[src/rtl/wb_dma_copier_if.sv]
// Wishbone classic bus between the block copier (master) and the interconnect
// port it is attached to (slave side of this interface).
interface wb_dma_copier_if;
   logic [31:0] wbm_adr_o;
   logic [31:0] wbm_dat_o;
   logic [31:0] wbm_dat_i;
   logic [3:0]  wbm_sel_o;
   logic        wbm_we_o;
   logic        wbm_cyc_o;
   logic        wbm_stb_o;
   logic        wbm_ack_i;
   logic        wbm_err_i;

   modport master (
      output wbm_adr_o, wbm_dat_o, wbm_sel_o, wbm_we_o, wbm_cyc_o, wbm_stb_o,
      input  wbm_dat_i, wbm_ack_i, wbm_err_i
   );

   modport slave (
      input  wbm_adr_o, wbm_dat_o, wbm_sel_o, wbm_we_o, wbm_cyc_o, wbm_stb_o,
      output wbm_dat_i, wbm_ack_i, wbm_err_i
   );
endinterface

[src/rtl/wb_dma_copier.sv]
// Wishbone block copier: word-by-word read/write of a source range into a
// destination range, with a gap cycle after every access for re-arbitration.
module wb_dma_copier #(
   parameter int CNT_W   = 16,
   parameter int TIMEOUT = 255
) (
   input  logic             wb_clk_i,
   input  logic             wb_rst_i,
   input  logic             start_i,
   input  logic [31:0]      src_addr_i,
   input  logic [31:0]      dst_addr_i,
   input  logic [CNT_W-1:0] word_cnt_i,
   output logic             busy_o,
   output logic             done_o,
   output logic             err_o,
   wb_dma_copier_if.master  wbm
);
   localparam logic [2:0] IDLE = 3'd0;
   localparam logic [2:0] RD   = 3'd1;
   localparam logic [2:0] RGAP = 3'd2;
   localparam logic [2:0] WR   = 3'd3;
   localparam logic [2:0] WGAP = 3'd4;
   localparam logic [2:0] FIN  = 3'd5;
   localparam int WAIT_W = (TIMEOUT > 1) ? $clog2(TIMEOUT + 1) : 1;

   logic [2:0]        state_q, state_d;
   logic [31:0]       src_q, src_d, dst_q, dst_d, dat_q, dat_d;
   logic [CNT_W-1:0]  cnt_q, cnt_d;
   logic [WAIT_W-1:0] wait_q, wait_d;
   logic              err_q, err_d;
   logic              bus_act, timeout;

   assign bus_act = (state_q == RD) || (state_q == WR);
   // Fires on the last allowed wait cycle so stb stays high exactly TIMEOUT cycles.
   assign timeout = (TIMEOUT != 0) && (32'(wait_q) == 32'(TIMEOUT - 1));

   always_comb begin
      state_d = state_q;
      src_d   = src_q;
      dst_d   = dst_q;
      dat_d   = dat_q;
      cnt_d   = cnt_q;
      wait_d  = '0;
      err_d   = err_q;
      case (state_q)
         IDLE: if (start_i) begin
            src_d   = {src_addr_i[31:2], 2'b00};
            dst_d   = {dst_addr_i[31:2], 2'b00};
            cnt_d   = word_cnt_i;
            err_d   = 1'b0;
            state_d = (word_cnt_i == '0) ? FIN : RD;
         end
         RD: begin
            if (wbm.wbm_err_i) begin
               err_d   = 1'b1;
               state_d = FIN;
            end else if (wbm.wbm_ack_i) begin
               dat_d   = wbm.wbm_dat_i;
               state_d = RGAP;
            end else if (timeout) begin
               err_d   = 1'b1;
               state_d = FIN;
            end else begin
               wait_d  = wait_q + 1'b1;
            end
         end
         RGAP: state_d = WR;
         WR: begin
            if (wbm.wbm_err_i) begin
               err_d   = 1'b1;
               state_d = FIN;
            end else if (wbm.wbm_ack_i) begin
               src_d   = src_q + 32'd4;
               dst_d   = dst_q + 32'd4;
               cnt_d   = cnt_q - 1'b1;
               state_d = WGAP;
            end else if (timeout) begin
               err_d   = 1'b1;
               state_d = FIN;
            end else begin
               wait_d  = wait_q + 1'b1;
            end
         end
         WGAP: state_d = (cnt_q != '0) ? RD : FIN;
         FIN:  state_d = IDLE;
         default: state_d = IDLE;
      endcase
   end

   always_ff @(posedge wb_clk_i or posedge wb_rst_i) begin
      if (wb_rst_i) begin
         state_q <= IDLE;
         src_q   <= '0;
         dst_q   <= '0;
         dat_q   <= '0;
         cnt_q   <= '0;
         wait_q  <= '0;
         err_q   <= 1'b0;
      end else begin
         state_q <= state_d;
         src_q   <= src_d;
         dst_q   <= dst_d;
         dat_q   <= dat_d;
         cnt_q   <= cnt_d;
         wait_q  <= wait_d;
         err_q   <= err_d;
      end
   end

   // Bus controls decode straight from the state register, so reset drops them at once.
   assign wbm.wbm_cyc_o = bus_act;
   assign wbm.wbm_stb_o = bus_act;
   assign wbm.wbm_we_o  = (state_q == WR);
   assign wbm.wbm_sel_o = bus_act ? 4'hF : 4'h0;
   assign wbm.wbm_adr_o = (state_q == WR) ? dst_q : src_q;
   assign wbm.wbm_dat_o = dat_q;

   assign busy_o = (state_q != IDLE);
   assign done_o = (state_q == FIN);
   assign err_o  = err_q;
endmodule

[src/flat_wrapper.sv]
// flat-port wrapper written by rule: the top's interface ports become plain ports
module wb_dma_copier_flat 
#(
   parameter int CNT_W   = 16,
   parameter int TIMEOUT = 255
)
  (wb_clk_i, wb_rst_i, start_i, src_addr_i, dst_addr_i, word_cnt_i, busy_o, done_o, err_o, wbm_wbm_adr_o, wbm_wbm_dat_o, wbm_wbm_sel_o, wbm_wbm_we_o, wbm_wbm_cyc_o, wbm_wbm_stb_o, wbm_wbm_dat_i, wbm_wbm_ack_i, wbm_wbm_err_i);
  wb_dma_copier_if wbm_i ();
  input  logic wb_clk_i;
  input  logic wb_rst_i;
  input  logic start_i;
  input  logic [31:0] src_addr_i;
  input  logic [31:0] dst_addr_i;
  input  logic [CNT_W-1:0] word_cnt_i;
  output logic busy_o;
  output logic done_o;
  output logic err_o;
  output wire logic [$bits(wbm_i.wbm_adr_o)-1:0] wbm_wbm_adr_o;
  output wire logic [$bits(wbm_i.wbm_dat_o)-1:0] wbm_wbm_dat_o;
  output wire logic [$bits(wbm_i.wbm_sel_o)-1:0] wbm_wbm_sel_o;
  output wire logic [$bits(wbm_i.wbm_we_o)-1:0] wbm_wbm_we_o;
  output wire logic [$bits(wbm_i.wbm_cyc_o)-1:0] wbm_wbm_cyc_o;
  output wire logic [$bits(wbm_i.wbm_stb_o)-1:0] wbm_wbm_stb_o;
  input wire logic [$bits(wbm_i.wbm_dat_i)-1:0] wbm_wbm_dat_i;
  input wire logic [$bits(wbm_i.wbm_ack_i)-1:0] wbm_wbm_ack_i;
  input wire logic [$bits(wbm_i.wbm_err_i)-1:0] wbm_wbm_err_i;
  assign wbm_wbm_adr_o = wbm_i.wbm_adr_o;
  assign wbm_wbm_dat_o = wbm_i.wbm_dat_o;
  assign wbm_wbm_sel_o = wbm_i.wbm_sel_o;
  assign wbm_wbm_we_o = wbm_i.wbm_we_o;
  assign wbm_wbm_cyc_o = wbm_i.wbm_cyc_o;
  assign wbm_wbm_stb_o = wbm_i.wbm_stb_o;
  assign wbm_i.wbm_dat_i = wbm_wbm_dat_i;
  assign wbm_i.wbm_ack_i = wbm_wbm_ack_i;
  assign wbm_i.wbm_err_i = wbm_wbm_err_i;
  wb_dma_copier #(.CNT_W(CNT_W), .TIMEOUT(TIMEOUT)) u_core (.wb_clk_i(wb_clk_i), .wb_rst_i(wb_rst_i), .start_i(start_i), .src_addr_i(src_addr_i), .dst_addr_i(dst_addr_i), .word_cnt_i(word_cnt_i), .busy_o(busy_o), .done_o(done_o), .err_o(err_o), .wbm(wbm_i));
endmodule
[config.mk]
export PLATFORM = sky130hd
export DESIGN_NAME = wb_dma_copier_flat
export DESIGN_NICKNAME = d
export VERILOG_FILES = /design/src/rtl/wb_dma_copier_if.sv /design/src/rtl/wb_dma_copier.sv /design/src/flat_wrapper.sv
export SDC_FILE = /design/constraint.sdc
export NUM_CORES = 1
export LEC_CHECK = 0
export CORE_ASPECT_RATIO = 0.5
export CORE_MARGIN = 1.5
export CORE_UTILIZATION = 35
export CTS_CLUSTER_SIZE = 10
export DETAILED_ROUTE_END_ITERATION = 12
export GPL_TIMING_DRIVEN = 0
export SYNTH_ARGS = -nofsm -noshare
export SYNTH_HDL_FRONTEND = slang
export SYNTH_SLANG_ARGS = --single-unit
[constraint.sdc]
create_clock -name wb_clk_i -period 4.5 [get_ports wb_clk_i]
set_clock_uncertainty 0.1 [all_clocks]
set_input_delay 0.45 -clock wb_clk_i [delete_from_list [all_inputs] [get_ports wb_clk_i]]
set_output_delay 0.45 -clock wb_clk_i [all_outputs]
set_load 0.005 [all_outputs]
==> results of run 1 <==
[cells by family after synthesis]
family,count (synthesis),synth area share
and+or+nand+nor,350,0.244
other,1,0.000528
buffers and inverters,79,0.0527
xor gates and xnor gates,6,0.00740
AOI/OAI and AO/OA,233,0.205
muxes,36,0.0564
adders and majority gates,6,0.0106
DFF,120,0.423
[flip-flops by register name, indices dropped and copies added, names as in the netlist]
name	count
u_core.wait_q	8
u_core.src_q	30
u_core.err_o	1
u_core.wbm.wbm_dat_o	32
u_core.cnt_q	16
u_core.state_q	3
u_core.dst_q	30
[cell usage after synthesis, types with 7 or more instances]
cell type,instances
nand2_1,138
dfrtp_1,120
a21oi_1,69
o21ai_0,58
nor2_1,53
nand3_1,46
buf_2,33
mux2_2,32
nand4_1,20
clkbuf_1,19
o22ai_1,19
a2bb2oi_1,18
and3_1,17
nor3_1,16
inv_1,12
a31oi_1,10
buf_4,9
nor4_1,9
and2_1,7
and4_1,7
[metal layers]
layer	vias to the layer above	wire, microns	global-route usage
li1	3447	-	-
met1	3658	12400	0.371
met2	416	12100	0.391
met3	52	2430	0.0525
met4	0	644	0.0872
met5	-	0	0
[worst register-to-register path: cells and delay by family (launching register included)]
| kind | cells | cell delay (ns) |
|---|---|---|
| DFF | 1 | 0.31 |
| AOI/OAI and AO/OA | 2 | 0.39 |
| and+or+nand+nor | 2 | 0.68 |
| buffers and inverters | 4 | 1.20 |
[metrics by stage]
step | instances | area [sq um] | utilization | worst slack (ns) | hold WS [ns]
2_1_floorplan | 832 | 7100 | - | 0.764 | 0.362
3_3_place_gp | 1282 | 9280 | 0.471 | -1.34 | 0.372
3_5_place_dp | 1283 | 9310 | 0.473 | 1.03 | 0.376
4_1_cts | 1315 | 9910 | 0.503 | 0.564 | 0.374
5_1_grt | 1315 | 9910 | 0.503 | 0.337 | 0.396
6_report | 1315 | 9910 | 0.503 | 0.560 | 0.351
[worst paths after layout]
path	startpoint	to	depth (start not counted)	slack (ns)
hold / removal	wb_rst_i	u_core.wbm.wbm_dat_o[8]	2	0.35
min in group wb_clk_i	u_core.err_o	u_core.err_o	2	0.38
hold reg to reg	u_core.err_o	u_core.err_o	2	0.38
max in group asynchronous	wb_rst_i	u_core.state_q[1]	3	3.18
setup / recovery	u_core.state_q[0]	wbm_wbm_adr_o[13]	10	0.56
setup reg to reg	u_core.state_q[0]	u_core.src_q[11]	8	1.74
[cell usage in the layout, fill, tap and decap left out, drive strengths merged, types with 18 or more instances in the layout]
cell type	count
dfrtp	120
clkdlybuf4s50	184
nand2	139
buf	46
a21oi	71
nand3	46
o21ai	61
mux2	32
nand4	21
nor2	54
o22ai	19
a2bb2oi	18
clkbuf	38
[area by class of cell]
type,instances,share of cell area
clock inverter,15,0.0177
clock buffer,17,0.0429
timing repair buffer,185,0.189
sequential,120,0.303
inverter,13,0.00543
multi-input combinational,633,0.376
buffer,66,0.0328
tap,266,0.0336
[power by group]
part           total, W  switching, W  internal (W)  leakage, nW
sequential      0.00211      0.000530       0.00158         1.41
clock           0.00142      0.000549      0.000873        0.298
combinational   0.00290       0.00144       0.00146         2.32
total           0.00643       0.00252       0.00391         4.03
==> impl_results.md, run 1 <==
- # diodes: 0
- Largest fanout on the critical path: 10
- Worst slew pin tran: between 0.7 and 0.8 ns
- Maximum vdd drop: roughly 0.26 mV
- Root Buffer: clkbuf_16
- ANT nets after route: 0
- Ranking of synthesized cells by area: dfrtp_1 42%, nand2_1 7.3%, mux2_2 5.1%
- Routed WL per cell: 21.0 microns
- Final hold vios: 0
- Fillers: ~1.9k
- Fin crit period: 3.94 ns
- Sequential area share after synthesis: 0.423
- Buffers plus inverters on the worst setup path: 6
- Initial core utilization: 0.361
- Worst path top cell family by delay: buffers and inverters
- Hold buffers post-CTS: 0
- Die H: roughly 100 microns
- Status: complete, no violations
- Inserted Clock Buffers: 17
- Number of synthesized flops with an enable pin: 0
- RSZ-0062 raised after global routing: no
- Worst path slowest cell: clkdlybuf4s50_1
- Max cap viols: 0
- Synth Warn #: 0
- Resize count post-CTS: 0
- Unique cell type count in the Yosys netlist: 73
- Full die area: between 20000 and 25000 sq um
- Hold WC Path Type: input port to async pin
- Vias in the first global route: between 7k and 8k
- Clk Latency, worst-skew pair: approximately 0.43 ns
- TritonCTS clock tree: done
- Top-Level Pins: 191
- Initial antenna violation count: 0
- Setup violators final: 0
- Crit Path Category: register to output port
- Area growth syn-to-layout: 39.6%
- DP Wirelength: between 20000 and 25000 microns
- Crit end category: output port
- Worst slew margin: 0.473
- Multi-input combinational cell area: 3730 sq um
- Power Density: roughly 650 nW/um^2
- Vias per inst: 5.76
- Horiz. Die Dim: 204 microns
- FF+latch count, synth: 120
- Clk buf depth: 2
- Setup TNS: 0 ns
- Final Slew Violations: 0
- Port bufs: between 150 and 200
- Number of core rows: 36
- Max Fclk: approximately 0.25 GHz
- Required @ worst endpoint: 3.95 ns
- Final nets: between 1k and 1.5k
- Grt total ovfl: 0
- Syn Area/Cell: 8.54 sq um
- Clk sinks: 120
- Leakage power: 4.03 nW
- DRT Wirelength: about 28000 microns
- Layout cells sized above 1: 0.124
- Delay of the slowest cell on the worst path: between 0.5 and 0.6 ns
- Fraction of registers with async set/reset: 1.00
- Post-Syn Area: roughly 7100 sq um
- Setup crit start kind: register
- Area fraction of the dominant cell type after synthesis: 0.423
- Register area: 3000 sq um
- Clock-pin transition on the worst setup and hold timing paths: around 0.06 ns
- Largest area contributor in the netlist: dfrtp_1
- Fin crit share: 0.876
- Routed vias: ~7.6k
- Total track usage: 0.260
- Post-CTS Setup Inserts: 0
- Placeable Area: approximately 20000 sq um
- Arr. time, crit path: between 3 and 4 ns
- First-pass GRT wire length: ~42000 microns
- CP most frequent cell: buf_2
- Overall power: ~0.0064 W
- Post-Syn Instances: 831
- Initial drt markers: slightly above 800
- RePlAce Congestion: 0.952
- Synth Flop Type: dfrtp_1
- Pin count of the biggest net entering global routing: 70
- Worst-path cell chain: buf_2 > nor2b_2 > nand2_1 > inv_2 > buf_2 > buf_2 > buf_2 > nand2_1 > nand2_1 > clkdlybuf4s50_1
- Drt first pass iters: 7
- H-Tree Depth: 4
- Drt drc: 0
(Power assumes the default switching activity.)
==> inputs of run 2 (changes only) <==
- HOLD_SLACK_MARGIN: unset -> 0.03
==> results of run 2 <==
Same layout as run 1: the final DEF is identical, and so are final timing and power.
==> inputs of run 3 (changes only) <==
- CELL_PAD_IN_SITES_DETAIL_PLACEMENT: unset -> 0
- CELL_PAD_IN_SITES_GLOBAL_PLACEMENT: unset -> 1
- PLACE_DENSITY_LB_ADDON: unset -> 0.1
==> run 3 against run 2 <==
Compared with the run above: die area unchanged; hold slack better by 0.025 ns; clock power down 3%; critical path depth unchanged; clock-buffer cell count up 1; final cell count unchanged; core utilization down 0.10 points; flip-flop and latch count unchanged; critical endpoint is now wbm_wbm_adr_o[16]; largest cell class unchanged.
==> impl_results.md, run 3 (same netlist as run 1, synthesis figures left out) <==
- Sequential Power Share: 0.328
- CP most frequent cell: buf_2
- Worst slew pin tran: a little under 0.9 ns
- Largest register FFs: 32
- Horiz. Die Dim: 204 microns
- Worst path slowest cell: clkdlybuf4s50_1
- Vias per inst: between 5 and 6
- Initial antenna violation count: 0
- Layout cells sized above 1: 0.123
- Fin crit share: 0.901
- Required @ worst endpoint: about 4.0 ns
- Clock-pin transition on the worst setup and hold timing paths: roughly 0.060 ns
- Total track usage: 0.274
- Post-CTS Setup Inserts: 0
- R2r startpoint: u_core.state_q[0]
- Die H: approximately 100 microns
- Status: complete, no violations
- RePlAce Congestion: between 0.9 and 1
- Resize count post-CTS: 0
- Pin count of the biggest net entering global routing: between 60 and 70
- GR peak layer: met2
- Hold_ws: around 0.38 ns
- Setup violators final: 0
- Routed vias: between 7k and 8k
- Worst hold start: u_core.err_o
- Setup crit start kind: register
- Final core occ: 0.502
- Final hold vios: 0
- Sw Share: 0.399
- Crit Path Category: register to output port
- Met2 Use GR: 0.396
- Largest fanout on the critical path: 10
- Max cap viols: 0
- Worst slew margin: 0.403
- CP startpoint: u_core.state_q[0]
- Initial core utilization: 0.361
- Clock power share: 0.215
- Root Buffer: clkbuf_16
- Full die area: 21200 sq um
- DRT Wirelength: between 20000 and 30000 microns
- Area growth syn-to-layout: 39.3%
- Delay of the slowest cell on the worst path: 0.51 ns
- Hold buffers post-CTS: 0
- Number of core rows: 36
- Final Slew Violations: 0
- Combinational fraction of design power: 0.457
- Maximum vdd drop: between 0.2 and 0.3 mV
- Grt total ovfl: 0
- Commonest non-fill, non-tap cells in the layout: 184 x clkdlybuf4s50_1, 138 x nand2_1, 120 x dfrtp_1
- Hold WC Path Type: register to register
- ANT nets after route: 0
- First-pass GRT wire length: 43700 microns
- Fin crit period: 4.06 ns
- Placeable Area: 19700 sq um
- Initial drt markers: roughly 720
- GRT met1 Usage: 0.396
- TritonCTS clock tree: done
- Clk buf depth: 2
- Inserted Clock Buffers: 17
- Vias in the first global route: around 7.1k
- Worst-path cell chain: buf_2 > nor2b_2 > nand2_1 > inv_2 > buf_2 > buf_2 > buf_2 > nand2_1 > nand2_1 > clkdlybuf4s50_1
- Most common cell after layout, fill and taps aside: clkdlybuf4s50_1
- Power Density: approximately 650 nW/um^2
- Clk Latency, worst-skew pair: between 0.4 and 0.5 ns
- Top-Level Pins: 191
- RSZ-0062 raised after global routing: no
- GR Layer Usage met3: 0.0840
- Final nets: approximately 1.2k
- Drt drc: 0
- Internal: just under 0.004 W
- Crit end category: output port
- Leakage power: 4.00 nW
- Switching pwr: between 0.002 and 0.003 W
- Arr. time, crit path: around 3.5 ns
- Clk sinks: 120
- Max Fclk: between 0.2 and 0.25 GHz
- H-Tree Depth: 4
- # diodes: 0
- Port bufs: ~180
- Routed WL per cell: ~22 microns
- DP Wirelength: ~21000 microns
- Drt first pass iters: 5
[run 3: cell types whose count changed in the layout (fill, tap and decap cells not counted)]
cell and delta:
clkbuf_1 +1, clkinvlp_4 +4, clkinv_2 -3, bufinv_16 -1, inv_6 -1
[run 3: path summary, 6_finish.rpt]
check	slack, ns	depth (start not counted)	end
max	0.44	10	wbm_wbm_adr_o[16]
min	0.38	2	u_core.err_o
max reg2reg	1.66	8	u_core.src_q[17]
min reg2reg	0.38	2	u_core.err_o
max in group asynchronous	3.17	3	u_core.wait_q[7]
min in group asynchronous	0.40	2	u_core.wbm.wbm_dat_o[28]
[run 3: final cells by class]
class	count	area, sq um
timing repair buffer	185	1870
sequential	120	3000
fill	1902	9790
clock buffer	18	429
inverter	13	53.8
tap	266	333
clock inverter	14	151
buffer	66	325
multi-input combinational	633	3730
[run 3: metal layers]
layer  vias up  wire (microns)
met5         -               0
met2       382           12400
li1       3450               -
met4         0             346
met1      3694           13000
met3        27            3120
[run 3: power groups by stage]
stage	Sequential [W]	Clock [W]	Combinational, W
floorplan	0.00196	0	0.00153
global placement	0.00208	0	0.00286
detailed placement	0.00210	0	0.00291
CTS	0.00208	0.00140	0.00292
global route	0.00218	0.00145	0.00318
finish	0.00211	0.00138	0.00293
[run 3: stage by stage]
stage	cells	setup slack, ns	TNS [ns]	total power (W)	cell area [sq um]
2_1_floorplan	832	0.764	0	0.00350	7100
3_3_place_gp	1282	-1.41	-167.29	0.00495	9280
3_5_place_dp	1283	0.880	0	0.00500	9310
4_1_cts	1315	0.428	0	0.00640	9890
5_1_grt	1315	0.210	0	0.00682	9890
6_report	1315	0.444	0	0.00642	9890
[run 3: critical path, delay by kind of cell, from the launching register on]
family	cells	cell delay [ns]
and+or+nand+nor	4	0.94
DFF	1	0.32
buffers and inverters	6	1.82
